$ cat src/rtl/bitserial_pkg.sv
// Shared constants, state encoding and width helpers for the bit-serial MAC datapath.
package bitserial_pkg;

   // Default operand widths and dot-product length shared with mul_1bit-level benches
   localparam int DEF_WA = 4;
   localparam int DEF_WB = 4;
   localparam int DEF_K  = 8;

   // Accumulator control state: collecting bits, or holding a finished result
   typedef enum logic {
      ACCUM = 1'b0,
      HOLD  = 1'b1
   } state_t;

   // Ceiling log2 for sizing counters and the accumulator
   function automatic int clog2(input int value);
      int r;
      r = 0;
      for (int v = value - 1; v > 0; v = v >> 1) begin
         r = r + 1;
      end
      return r;
   endfunction

   // Counter width that can hold 0..n-1, never narrower than one bit
   function automatic int cnt_w(input int n);
      return (clog2(n) < 1) ? 1 : clog2(n);
   endfunction

endpackage

$ cat src/rtl/bs_index_counter.sv
// Nested i/j/k bit-position counter: i is innermost, then j, then k.
// Also used by the upstream operand serializer, so it knows nothing about weighting.
module bs_index_counter
   import bitserial_pkg::*;
#(
   parameter int WA = DEF_WA,
   parameter int WB = DEF_WB,
   parameter int K  = DEF_K
) (
   input  logic                  clk,
   input  logic                  rst_n,
   input  logic                  i_clear,
   input  logic                  i_advance,
   output logic [cnt_w(WA)-1:0]  o_i,
   output logic [cnt_w(WB)-1:0]  o_j,
   output logic [cnt_w(K)-1:0]   o_k,
   output logic                  o_last
);

   localparam int IW = cnt_w(WA);
   localparam int JW = cnt_w(WB);
   localparam int KW = cnt_w(K);

   logic [IW-1:0] r_i;
   logic [JW-1:0] r_j;
   logic [KW-1:0] r_k;
   logic          w_i_max;
   logic          w_j_max;
   logic          w_k_max;

   assign w_i_max = (r_i == IW'(WA - 1));
   assign w_j_max = (r_j == JW'(WB - 1));
   assign w_k_max = (r_k == KW'(K - 1));

   // Advance the nested position on each accepted bit; reset and clear return to (0,0,0)
   always_ff @(posedge clk) begin
      if (!rst_n) begin
         r_i <= '0;
         r_j <= '0;
         r_k <= '0;
      end else if (i_clear) begin
         r_i <= '0;
         r_j <= '0;
         r_k <= '0;
      end else if (i_advance) begin
         if (w_i_max) begin
            r_i <= '0;
            if (w_j_max) begin
               r_j <= '0;
               if (w_k_max) begin
                  r_k <= '0;
               end else begin
                  r_k <= r_k + KW'(1);
               end
            end else begin
               r_j <= r_j + JW'(1);
            end
         end else begin
            r_i <= r_i + IW'(1);
         end
      end else begin
         r_i <= r_i;
         r_j <= r_j;
         r_k <= r_k;
      end
   end

   assign o_i    = r_i;
   assign o_j    = r_j;
   assign o_k    = r_k;
   assign o_last = w_i_max && w_j_max && w_k_max;

endmodule

$ cat src/rtl/bitserial_mac_accum.sv
// Bit-serial dot-product accumulator: weights each partial-product bit by 2^(i+j),
// optionally drops low-order positions (truncated multiply), and presents the sum of
// K products on a valid/ready output.
module bitserial_mac_accum
   import bitserial_pkg::*;
#(
   parameter int WA    = DEF_WA,
   parameter int WB    = DEF_WB,
   parameter int K     = DEF_K,
   parameter int TRUNC = 0,
   parameter int ACC_W = WA + WB + clog2(K)
) (
   input  logic             clk,
   input  logic             rst_n,
   input  logic             clear,
   input  logic             in_valid,
   output logic             in_ready,
   input  logic             p_bit,
   output logic             out_valid,
   input  logic             out_ready,
   output logic [ACC_W-1:0] out_sum,
   output logic             busy
);

   localparam int IW = cnt_w(WA);
   localparam int JW = cnt_w(WB);
   localparam int KW = cnt_w(K);
   localparam int PW = cnt_w(WA + WB);

   state_t           r_state;
   state_t           w_state_nxt;
   logic [ACC_W-1:0] r_acc;
   logic [ACC_W-1:0] r_out_sum;
   logic             r_out_valid;
   logic             r_busy;
   logic [IW-1:0]    w_i;
   logic [JW-1:0]    w_j;
   logic [KW-1:0]    w_k;
   logic             w_last;
   logic             w_accept;
   logic [PW-1:0]    w_pos;
   logic [ACC_W-1:0] w_add;
   logic [ACC_W-1:0] w_acc_sum;
   logic             w_unused_k;

   assign w_accept  = in_valid && (r_state == ACCUM);
   assign w_pos     = PW'(w_i) + PW'(w_j);
   assign w_add     = (p_bit && (int'(w_pos) >= TRUNC)) ? (ACC_W'(1) << w_pos) : '0;
   assign w_acc_sum = r_acc + w_add;
   // k only matters through the last-position flag here
   assign w_unused_k = ^w_k;

   bs_index_counter #(
      .WA (WA),
      .WB (WB),
      .K  (K)
   ) u_idx (
      .clk       (clk),
      .rst_n     (rst_n),
      .i_clear   (clear),
      .i_advance (w_accept),
      .o_i       (w_i),
      .o_j       (w_j),
      .o_k       (w_k),
      .o_last    (w_last)
   );

   // State register; reset and clear both return to collecting bits
   always_ff @(posedge clk) begin
      if (!rst_n) begin
         r_state <= ACCUM;
      end else if (clear) begin
         r_state <= ACCUM;
      end else begin
         r_state <= w_state_nxt;
      end
   end

   // Next state: leave ACCUM on the final bit, leave HOLD on the output handshake
   always_comb begin
      w_state_nxt = r_state;
      case (r_state)
         ACCUM: begin
            if (w_accept && w_last) begin
               w_state_nxt = HOLD;
            end else begin
               w_state_nxt = ACCUM;
            end
         end
         HOLD: begin
            if (out_ready) begin
               w_state_nxt = ACCUM;
            end else begin
               w_state_nxt = HOLD;
            end
         end
         default: begin
            w_state_nxt = ACCUM;
         end
      endcase
   end

   // Accumulate weighted bits, capture the finished sum, and release it on handshake
   always_ff @(posedge clk) begin
      if (!rst_n) begin
         r_acc       <= '0;
         r_out_sum   <= '0;
         r_out_valid <= 1'b0;
         r_busy      <= 1'b0;
      end else if (clear) begin
         r_acc       <= '0;
         r_out_sum   <= '0;
         r_out_valid <= 1'b0;
         r_busy      <= 1'b0;
      end else begin
         case (r_state)
            ACCUM: begin
               if (w_accept) begin
                  r_acc  <= w_acc_sum;
                  r_busy <= 1'b1;
                  if (w_last) begin
                     r_out_sum   <= w_acc_sum;
                     r_out_valid <= 1'b1;
                  end else begin
                     r_out_valid <= 1'b0;
                  end
               end else begin
                  r_acc <= r_acc;
               end
            end
            HOLD: begin
               if (out_ready) begin
                  r_out_valid <= 1'b0;
                  r_acc       <= '0;
                  r_busy      <= 1'b0;
               end else begin
                  r_out_valid <= 1'b1;
               end
            end
            default: begin
               r_out_valid <= 1'b0;
            end
         endcase
      end
   end

   assign in_ready  = (r_state == ACCUM);
   assign out_valid = r_out_valid;
   assign out_sum   = r_out_sum;
   assign busy      = r_busy;

endmodule
$ cat config.mk
export PLATFORM = sky130hd
export DESIGN_NAME = bitserial_mac_accum
export DESIGN_NICKNAME = d
export VERILOG_FILES = /design/src/rtl/bitserial_pkg.sv /design/src/rtl/bs_index_counter.sv /design/src/rtl/bitserial_mac_accum.sv
export SDC_FILE = /design/constraint.sdc
export NUM_CORES = 1
export LEC_CHECK = 0
export ABC_AREA = 1
export BUFFER_PORTS_ARGS = -buffer_cell sky130_fd_sc_hd__buf_2
export CAP_MARGIN = 20
export CORE_MARGIN = 1
export CORE_UTILIZATION = 50
export DETAILED_ROUTE_END_ITERATION = 16
export PLACE_DENSITY = 0.73
export SYNTH_ARGS = -nofsm -noshare
export SYNTH_HDL_FRONTEND = slang
export SYNTH_SLANG_ARGS = --single-unit
export TNS_END_PERCENT = 1
$ cat constraint.sdc
create_clock -name clk -period 2.3 [get_ports clk]
set_input_delay 0.23 -clock clk [delete_from_list [all_inputs] [get_ports clk]]
set_output_delay 0.23 -clock clk [all_outputs]
set_load 0.03 [all_outputs]
==> results of run 1 <==
[layout make-up]
class | count | area share (%)
Clock buffer | 6 | 1.83
Clock inverter | 2 | 1.55
Inverter | 24 | 4.21
Multi-Input combinational cell | 187 | 52.0
Sequential cell | 32 | 28.5
Tap cell | 46 | 2.55
Timing Repair Buffer | 34 | 9.36
[per-stage QoR]
| stage | instances | worst slack (ns) | hold WS [ns] | instance area (sq um) | util (%) |
|---|---|---|---|---|---|
| 2_1_floorplan | 248 | -0.0345 | 0.423 | 1810 | - |
| 3_3_place_gp | 321 | -0.166 | 0.431 | 2030 | 59.9 |
| 3_5_place_dp | 321 | -0.215 | 0.434 | 2030 | 59.9 |
| 4_1_cts | 330 | -0.166 | 0.211 | 2150 | 63.4 |
| 5_1_grt | 331 | -0.429 | 0.227 | 2260 | 66.7 |
| 6_report | 331 | -0.301 | 0.227 | 2260 | 66.7 |
[cells in the final DEF (no fill, tap or decap), types with 7 or more instances in the layout]
master,n
a21oi_1,16
buf_2,19
buf_4,14
dfxtp_1,30
ha_1,9
inv_1,17
nand2_1,72
nand2_2,7
nand3_1,14
nor2_1,16
nor2_2,10
[per-layer routing]
metal	vias up	share of wire, %	GRT usage [%]
met4	0	1.4	8.89
met3	8	5.3	5.59
met2	40	48	37.0
met5	-	0	0
li1	881	-	-
met1	775	45	30.7
[timing repair]
item                                    4_1_cts  5_1_grt
endpoints found under the setup margin       18       20
resized for setup                             9       26
pin swaps                                     5       15
setup buffers                                 1        1
[flip-flops by register name, indices dropped and copies added (netlist names)]
signal / count
out_sum: 11
u_idx.o_k: 3
busy: 1
u_idx.o_i: 2
out_valid: 1
r_acc: 11
u_idx.o_j: 2
r_state: 1
[worst reg2reg max path, delay by kind of cell, from the launching register on]
kind | cells | cell delay (ns)
adder cells (fa/ha/maj) | 4 | 1.20
AO/OA/AOI/OAI | 1 | 0.15
flip-flops | 1 | 0.38
AND/OR/NAND/NOR | 9 | 0.74
buffers and inverters | 2 | 0.08
[cells by family after synthesis]
logic type / after synthesis / synth area share [%]
simple gates: 137 / 33.5
buf+inv: 29 / 7.07
fa+ha+maj: 15 / 11.3
xor+xnor: 2 / 0.980
compound gates: 33 / 11.3
flops: 32 / 35.8
[power by group]
part	leakage (uW)	internal, uW	switching (uW)
sequential	0.000259	557	2.40
combinational	0.000807	23.4	45.1
clock	0.0000422	228	196
[final timing paths]
check / endpoint / slack, ns / cells after the start
max reg2reg: r_acc[6]$_SDFFE_PP0P_ / -0.30 / 16
min reg2reg: out_sum[7]$_SDFFE_PP0P_ / 0.45 / 2
min: u_idx.o_i[1]$_SDFFE_PP0P_ / 0.23 / 4
max: r_acc[6]$_SDFFE_PP0P_ / -0.30 / 16
==> impl_metrics.yaml, run 1 <==
die:
  core_area_sq_um: 3390
  die_x_um: 61.8
  die_area_sq_um: 3820
  die_h_um: 61.8
  floorplan.rows: 21
  start_util_pct: 52.8
  top_level_ports: 20
worst_setup_path:
  slowest_stage: "fa_1"
  cp_max_fo: 3
  crit_start: "u_idx.o_j[0]$_SDFFE_PP0P_"
  worstPathArrival_ns: 2.86
  reg2reg_from: "u_idx.o_j[0]$_SDFFE_PP0P_"
  crit_family: "adder cells"
  max_stage_delay_ns: 0.49
  worstSetupStartpointType: "register"
  crit_type: "reg2reg"
  cp_data_required_time_ns: 2.55
  crit_path_end_kind: "register"
  path_buf_inv: 2
  path_cells: "ha_4, inv_2, fa_1, nand2_1, nor2_2, ha_2, fa_2, nand2_2, inv_2, nand2_2, nand3_4, nand2_2, nand2_1, nand2_1, nand3_1, a21oi_1"
sta:
  finClkSkew_ns: 0.00792
  setup_violations: 17
  finalSetupTns_ns: -2.77
  hold_viol: 0
  period_share_pct: 113
  rsz0062_at_grt: "yes"
  max_slew_margin_pct: 61.6
  worst_pin_slew_ns: 0.576
  fin_ws_ns: -0.301
  final-max-slew-violation-count: 0
  fmax_mhz: 384
  period_minus_slack_ns: 2.60
detailed_routing:
  wl_um: 4210
  firstDrtPassIters: 4
  ant_nets: 0
  wire_per_inst_um: 12.7
  via_count: 1704
  initialDrtViolationCount: 53
  drc: 0
  viasPerCell: 5.15
synthesis:
  syn_area_per_cell_sq_um: 7.21
  ys.flop_type: "dfxtp_1"
  yosysTopAreaCell: "dfxtp_1"
  ys_warn_count: 0
  synthTopCellsByCount: "nand2_1, dfxtp_1, nor2_1"
  synth.area.top_cells: "dfxtp_1, nand2_1, ha_1, nor2_1, a21oi_1"
  synth_nets: 269
  async_flop_share_pct: 0
  seq_area_frac_synth_pct: 35.8
  netlist_area_sq_um: 1790
  synth_cells: 248
  yosysUniqueCellTypes: 33
  synth-seq-cells: 32
  yosysTopAreaCellShare_pct: 35.8
  synth_edf_count: 0
  synth.most_common_cell: "nand2_1"
pwr:
  leakage_uw: 0.00111
  power_uw: 1050
  irDropWorstVdd_v: 0.000323
  p_per_area_nw_per_um2: 466
status:
  violations: "negative setup slack"
  outcome: "finished, violations left"
clock_network:
  max-clock-path-buffers: 2
  clock_latency_ns: 0.33
  clockRootBuffer: "clkbuf_4"
  cts_tree: "yes"
  htreeDepth: 2
  path_clk_slew_ns: 0.10
  clock-sinks: 32
  cts_hold_buffers: 0
  cts_inserted_buffers: 5
layout:
  nFillCells: 281
  multi_input_area_sq_um: 1180
  final-seq-area_sq_um: 643
  drive_gt1_share_pct: 31.9
  area_delta_synth_final_pct: 26.4
  nets: 305
  diodes: 0
hold_path:
  hp-start: "clear"
  hold_path_class: "in2reg"
global_routing:
  grt_pass1_vias: 1474
  grt_max_degree: 16
  grt_usage_pct: 23.3
  grt_pass1_wl_um: 6430
  antenna_found_initial: 0
  overflow: 0
placement:
  gp_congestion: 0.956
  numPortBuffers: 19
  hpwl_um: 2860
flow_run:
  cap_violations: 0
(Power assumes the default switching activity.)
==> inputs of run 2 (changes only) <==
==> constraint.sdc (replaced) <==
create_clock -name clk -period 2.3 [get_ports clk]
set_input_delay 0.46 -clock clk [delete_from_list [all_inputs] [get_ports clk]]
set_output_delay 0.46 -clock clk [all_outputs]
set_load 0.03 [all_outputs]
==> run 2 against run 1 <==
Fmax is 3.8% higher. First-iteration DRC count is 1.9% lower. Core utilization is 0.37 points lower. Flip-flop and latch count stayed put. Hold slack better by 0.19 ns. Largest power group unchanged. Setup slack better by 0.095 ns. Clock power is 13% lower. The flow still finishes with violations (negative setup slack). Power is 5.4% lower. Die area stayed put.
==> impl_metrics.yaml, run 2 (synthesis gave the netlist of run 1 again) <==
layout:
  drive_gt1_share_pct: 32.3
  final_cell_mix: "nand2_1, dfxtp_1, buf_2"
  final_area_sq_um: 2250
  final-seq-area_sq_um: 643
  nets: 306
  area_delta_synth_final_pct: 25.7
  multi_input_area_sq_um: 1170
  diodes: 0
  nFillCells: 272
  final_common_cell: "nand2_1"
worst_setup_path:
  reg2reg_to: "r_acc[5]$_SDFFE_PP0P_"
  rrSetupSlack_ns: -0.21
  worstSetupStartpointType: "register"
  worstPathArrival_ns: 2.72
  reg2reg_from: "u_idx.o_j[0]$_SDFFE_PP0P_"
  reg2reg_depth: 14
  crit_start: "u_idx.o_j[0]$_SDFFE_PP0P_"
  cp_max_fo: 5
  crit_path_end_kind: "register"
  endpoint: "r_acc[5]$_SDFFE_PP0P_"
  cp_data_required_time_ns: 2.51
  crit_type: "reg2reg"
global_routing:
  overflow: 0
  antenna_found_initial: 0
  grt_pass1_wl_um: 6600
  grt_usage_pct: 24.2
  grt_pass1_vias: 1498
  grt_max_degree: 16
pwr:
  leakage_uw: 0.00111
  p_per_area_nw_per_um2: 443
  irDropWorstVdd_v: 0.000378
sta:
  rsz0062_at_grt: "yes"
  hold_viol: 0
  final-max-slew-violation-count: 0
  period_minus_slack_ns: 2.51
  finClkSkew_ns: 0.0126
  finalSetupTns_ns: -1.93
  max_slew_margin_pct: 63.0
  fmax_mhz: 399
  worst_pin_slew_ns: 0.555
  fin_ws_ns: -0.207
  period_share_pct: 109
  setup_violations: 16
hold_path:
  hp-start: "clear"
  hold_path_class: "in2reg"
detailed_routing:
  viasPerCell: 5.07
  ant_nets: 0
  wl_um: 4080
  via_count: 1679
  wire_per_inst_um: 12.3
  drc: 0
  initialDrtViolationCount: 52
  firstDrtPassIters: 4
clock_network:
  cts_tree: "yes"
  clock-sinks: 32
  cts_inserted_buffers: 5
  clock_latency_ns: 0.35
  path_clk_slew_ns: 0.10
  cts_hold_buffers: 0
  clockRootBuffer: "clkbuf_4"
  htreeDepth: 2
  max-clock-path-buffers: 2
placement:
  gp_congestion: 0.961
  numPortBuffers: 19
  dpl_cell_area_sq_um: 2040
  hpwl_um: 2790
flow_run:
  cap_violations: 0
die:
  top_level_ports: 20
  core_area_sq_um: 3390
  die_h_um: 61.8
  start_util_pct: 52.8
  die_x_um: 61.8
  die_area_sq_um: 3820
  floorplan.rows: 21
status:
  outcome: "finished, violations left"
  violations: "negative setup slack"
-- run 2: changes by cell type in the layout (fill, tap and decap cells not counted), moves of 2 or more --
cell / change
clkbuf_8: +2
nand2_1: -2
nand2_2: +2
nor2_1: +2
xor2_2: -2
-- run 2: worst min-delay path by stage --
stage | to | cells past startpoint
2_1_floorplan | r_acc[2]$_SDFFE_PP0P_ | 2
3_3_place_gp | out_sum[5]$_SDFFE_PP0P_ | 2
3_5_place_dp | out_sum[10]$_SDFFE_PP0P_ | 2
4_1_cts | u_idx.o_j[1]$_SDFFE_PP0P_ | 4
5_1_grt | u_idx.o_i[1]$_SDFFE_PP0P_ | 4
6_report | u_idx.o_i[1]$_SDFFE_PP0P_ | 4
-- run 2: stage by stage --
stage / hold WS (ns) / cells / setup WS (ns) / util (%) / total power (uW)
final: 0.415 / 331 / -0.207 / 66.3 / 996
after global routing: 0.422 / 331 / -0.370 / 66.3 / 1040
after CTS: 0.408 / 330 / -0.165 / 62.8 / 1000
after detailed placement: 0.434 / 322 / -0.203 / 60.1 / 634
after global placement: 0.431 / 322 / -0.171 / 60.1 / 633
after floorplan: 0.444 / 248 / -0.0345 / - / 613
-- run 2: report_power, final --
part | total (uW) | switching, uW | internal (uW)
combinational | 67.1 | 43.4 | 23.7
sequential | 560 | 2.30 | 557
clock | 369 | 196 | 173
-- run 2: worst max-delay path: stages (launching register included) --
cell and delay, ns:
dfxtp_2 0.35, ha_4 0.15, inv_2 0.05, fa_2 0.46
inv_1 0.09, nand2_1 0.07, nor2_1 0.15, ha_2 0.35
nand2_2 0.11, nand3_4 0.10, nand2_1 0.07, nand2_1 0.07
or2_4 0.23, nand3_1 0.07, a21oi_1 0.06
-- run 2: area by class of cell --
class	instances	share of cell area, %
multi-input combinational	187	51.9
sequential	32	28.6
timing repair buffer	35	9.74
inverter	24	4.23
clock buffer	7	2.90
tap	46	2.56
-- run 2: metal layers --
| layer | wire length, um | share of wire (%) | track usage, % | vias to the layer above |
|---|---|---|---|---|
| li1 | - | - | - | 878 |
| met1 | 2000 | 49 | 34.1 | 767 |
| met2 | 1850 | 45 | 35.2 | 25 |
| met3 | 141 | 3.5 | 5.59 | 9 |
| met4 | 93 | 2.3 | 11.1 | 0 |
| met5 | 0 | 0 | 0 | - |
-- run 2: what timing repair did --
item,4_1_cts,5_1_grt
setup buffers,1,1
gates cloned,0,0
hold endpoints to repair,0,0
pin swaps,4,11
gates resized for setup,6,28
setup endpoints to repair,18,19
==> inputs of run 3 (changes only) <==
Settings changed: PLACE_DENSITY 0.73 to 0.7.
Clock period 2.3 ns to 3.1 ns, I/O delays scaled along.
==> run 3 against run 2 <==
Clock skew rose by 0.011 ns. Global-route usage is 1.5 points lower. The run now ends clean. Sequential power decreased by 26%. Core utilization decreased by 8.1 points. Highest routed layer unchanged. Non-clock buffer count decreased by 16. First-iteration DRC count fell by 17%. Wire length fell by 9.1%. Largest power group unchanged.
==> impl_metrics.yaml, run 3 (synthesis gave the netlist of run 1 again) <==
die:
  floorplan.rows: 21
  top_level_ports: 20
  start_util_pct: 52.8
  core_area_sq_um: 3390
  die_x_um: 61.8
  die_h_um: 61.8
  die_area_sq_um: 3820
layout:
  multi_input_area_sq_um: 1020
  final-seq-area_sq_um: 641
  final_cell_mix: "nand2_1, dfxtp_1, nor2_1"
  nFillCells: 307
  final_area_sq_um: 1970
  drive_gt1_share_pct: 15.2
  diodes: 0
  nets: 290
  area_delta_synth_final_pct: 10.3
  final_common_cell: "nand2_1"
worst_setup_path:
  crit_type: "reg2reg"
  crit_family: "adder cells"
  cp_data_required_time_ns: 3.36
  crit_start: "u_idx.o_j[0]$_SDFFE_PP0P_"
  slowest_stage: "fa_1"
  reg2reg_from: "u_idx.o_j[0]$_SDFFE_PP0P_"
  path_buf_inv: 2
  crit_top_cell: "nand2_1"
  cp_max_fo: 4
  worstSetupStartpointType: "register"
  path_cells: "ha_1, inv_1, fa_1, nand2_1, nor2_1, ha_1, fa_1, nand2_1, inv_1, nand2_1, nand3_1, nand2_1, nand2_1, nand2_1, nand3_1, a21oi_1"
  max_stage_delay_ns: 0.47
  worstPathArrival_ns: 2.99
  crit_path_end_kind: "register"
hold_path:
  hp-start: "out_sum[7]$_SDFFE_PP0P_"
  hold_path_class: "reg2reg"
flow_run:
  cap_violations: 0
sta:
  fmax_mhz: 365
  period_share_pct: 88.3
  worst_pin_slew_ns: 0.590
  setup_violations: 0
  rsz0062_at_grt: "no"
  final-max-slew-violation-count: 0
  period_minus_slack_ns: 2.74
  finClkSkew_ns: 0.0238
  hold_viol: 0
  finalSetupTns_ns: 0
  max_slew_margin_pct: 60.7
global_routing:
  grt_max_degree: 16
  grt_pass1_vias: 1383
  grt_usage_pct: 22.8
  antenna_found_initial: 0
  overflow: 0
  grt_pass1_wl_um: 6260
clock_network:
  post_cts_buffers: 0
  cts_hold_buffers: 0
  path_clk_slew_ns: 0.12
  htreeDepth: 2
  max-clock-path-buffers: 2
  clockRootBuffer: "clkbuf_4"
  cts_inserted_buffers: 5
  clock_latency_ns: 0.35
  cts_tree: "yes"
  clock-sinks: 32
  cts_resized: 0
detailed_routing:
  firstDrtPassIters: 4
  wire_per_inst_um: 11.7
  via_count: 1566
  wl_um: 3710
  ant_nets: 0
  drc: 0
  viasPerCell: 4.96
  initialDrtViolationCount: 43
pwr:
  leakage_uw: 0.00100
  irDropWorstVdd_v: 0.000313
  p_per_area_nw_per_um2: 365
placement:
  hpwl_um: 2730
  dpl_cell_area_sq_um: 1910
  gp_congestion: 0.945
  numPortBuffers: 19
status:
  outcome: "completed"
## run 3: layout make-up
| type | count | area share (%) |
|---|---|---|
| sequential | 32 | 32.5 |
| inverter | 24 | 4.82 |
| timing repair buffer | 19 | 4.82 |
| tap | 46 | 2.92 |
| clock inverter | 1 | 0.381 |
| clock buffer | 7 | 2.79 |
| multi-input combinational | 187 | 51.8 |
## run 3: layer usage
layer | vias up | part of all wire [%] | GRT usage (%)
met5 | - | 0 | 0
met3 | 9 | 3.9 | 5.18
met4 | 0 | 2.1 | 8.57
met2 | 27 | 43 | 36.1
li1 | 843 | - | -
met1 | 687 | 51 | 30.2
## run 3: final timing paths
check                                  to  slack [ns]  cells after the start
setup reg to reg    r_acc[6]$_SDFFE_PP0P_        0.36                     16
hold / removal    out_sum[7]$_SDFFE_PP0P_        0.45                      2
setup / recovery    r_acc[6]$_SDFFE_PP0P_        0.36                     16
hold reg to reg   out_sum[7]$_SDFFE_PP0P_        0.45                      2
## run 3: worst register-to-register path, cell delays in order, from the launching register on
cell and delay [ns]:
dfxtp_1 0.41, ha_1 0.17, inv_1 0.05, fa_1 0.47, nand2_1 0.11, nor2_1 0.05
ha_1 0.21, fa_1 0.43, nand2_1 0.09, inv_1 0.05, nand2_1 0.05, nand3_1 0.11
nand2_1 0.13, nand2_1 0.06, nand2_1 0.08, nand3_1 0.07, a21oi_1 0.12
## run 3: power by group
part	internal [uW]	switching, uW
Clock	111	153
Combinational	12.0	29.1
Sequential	413	1.86
Total	537	184
## run 3: through the flow
stage / utilization (%) / hold WS, ns / instances / power (uW) / setup WS, ns
2_1_floorplan: - / 0.444 / 248 / 454 / 0.652
3_3_place_gp: 56.3 / 0.433 / 308 / 466 / 0.509
3_5_place_dp: 56.3 / 0.436 / 308 / 466 / 0.425
4_1_cts: 58.2 / 0.456 / 316 / 724 / 0.386
5_1_grt: 58.2 / 0.481 / 316 / 747 / 0.0962
6_report: 58.2 / 0.452 / 316 / 720 / 0.361
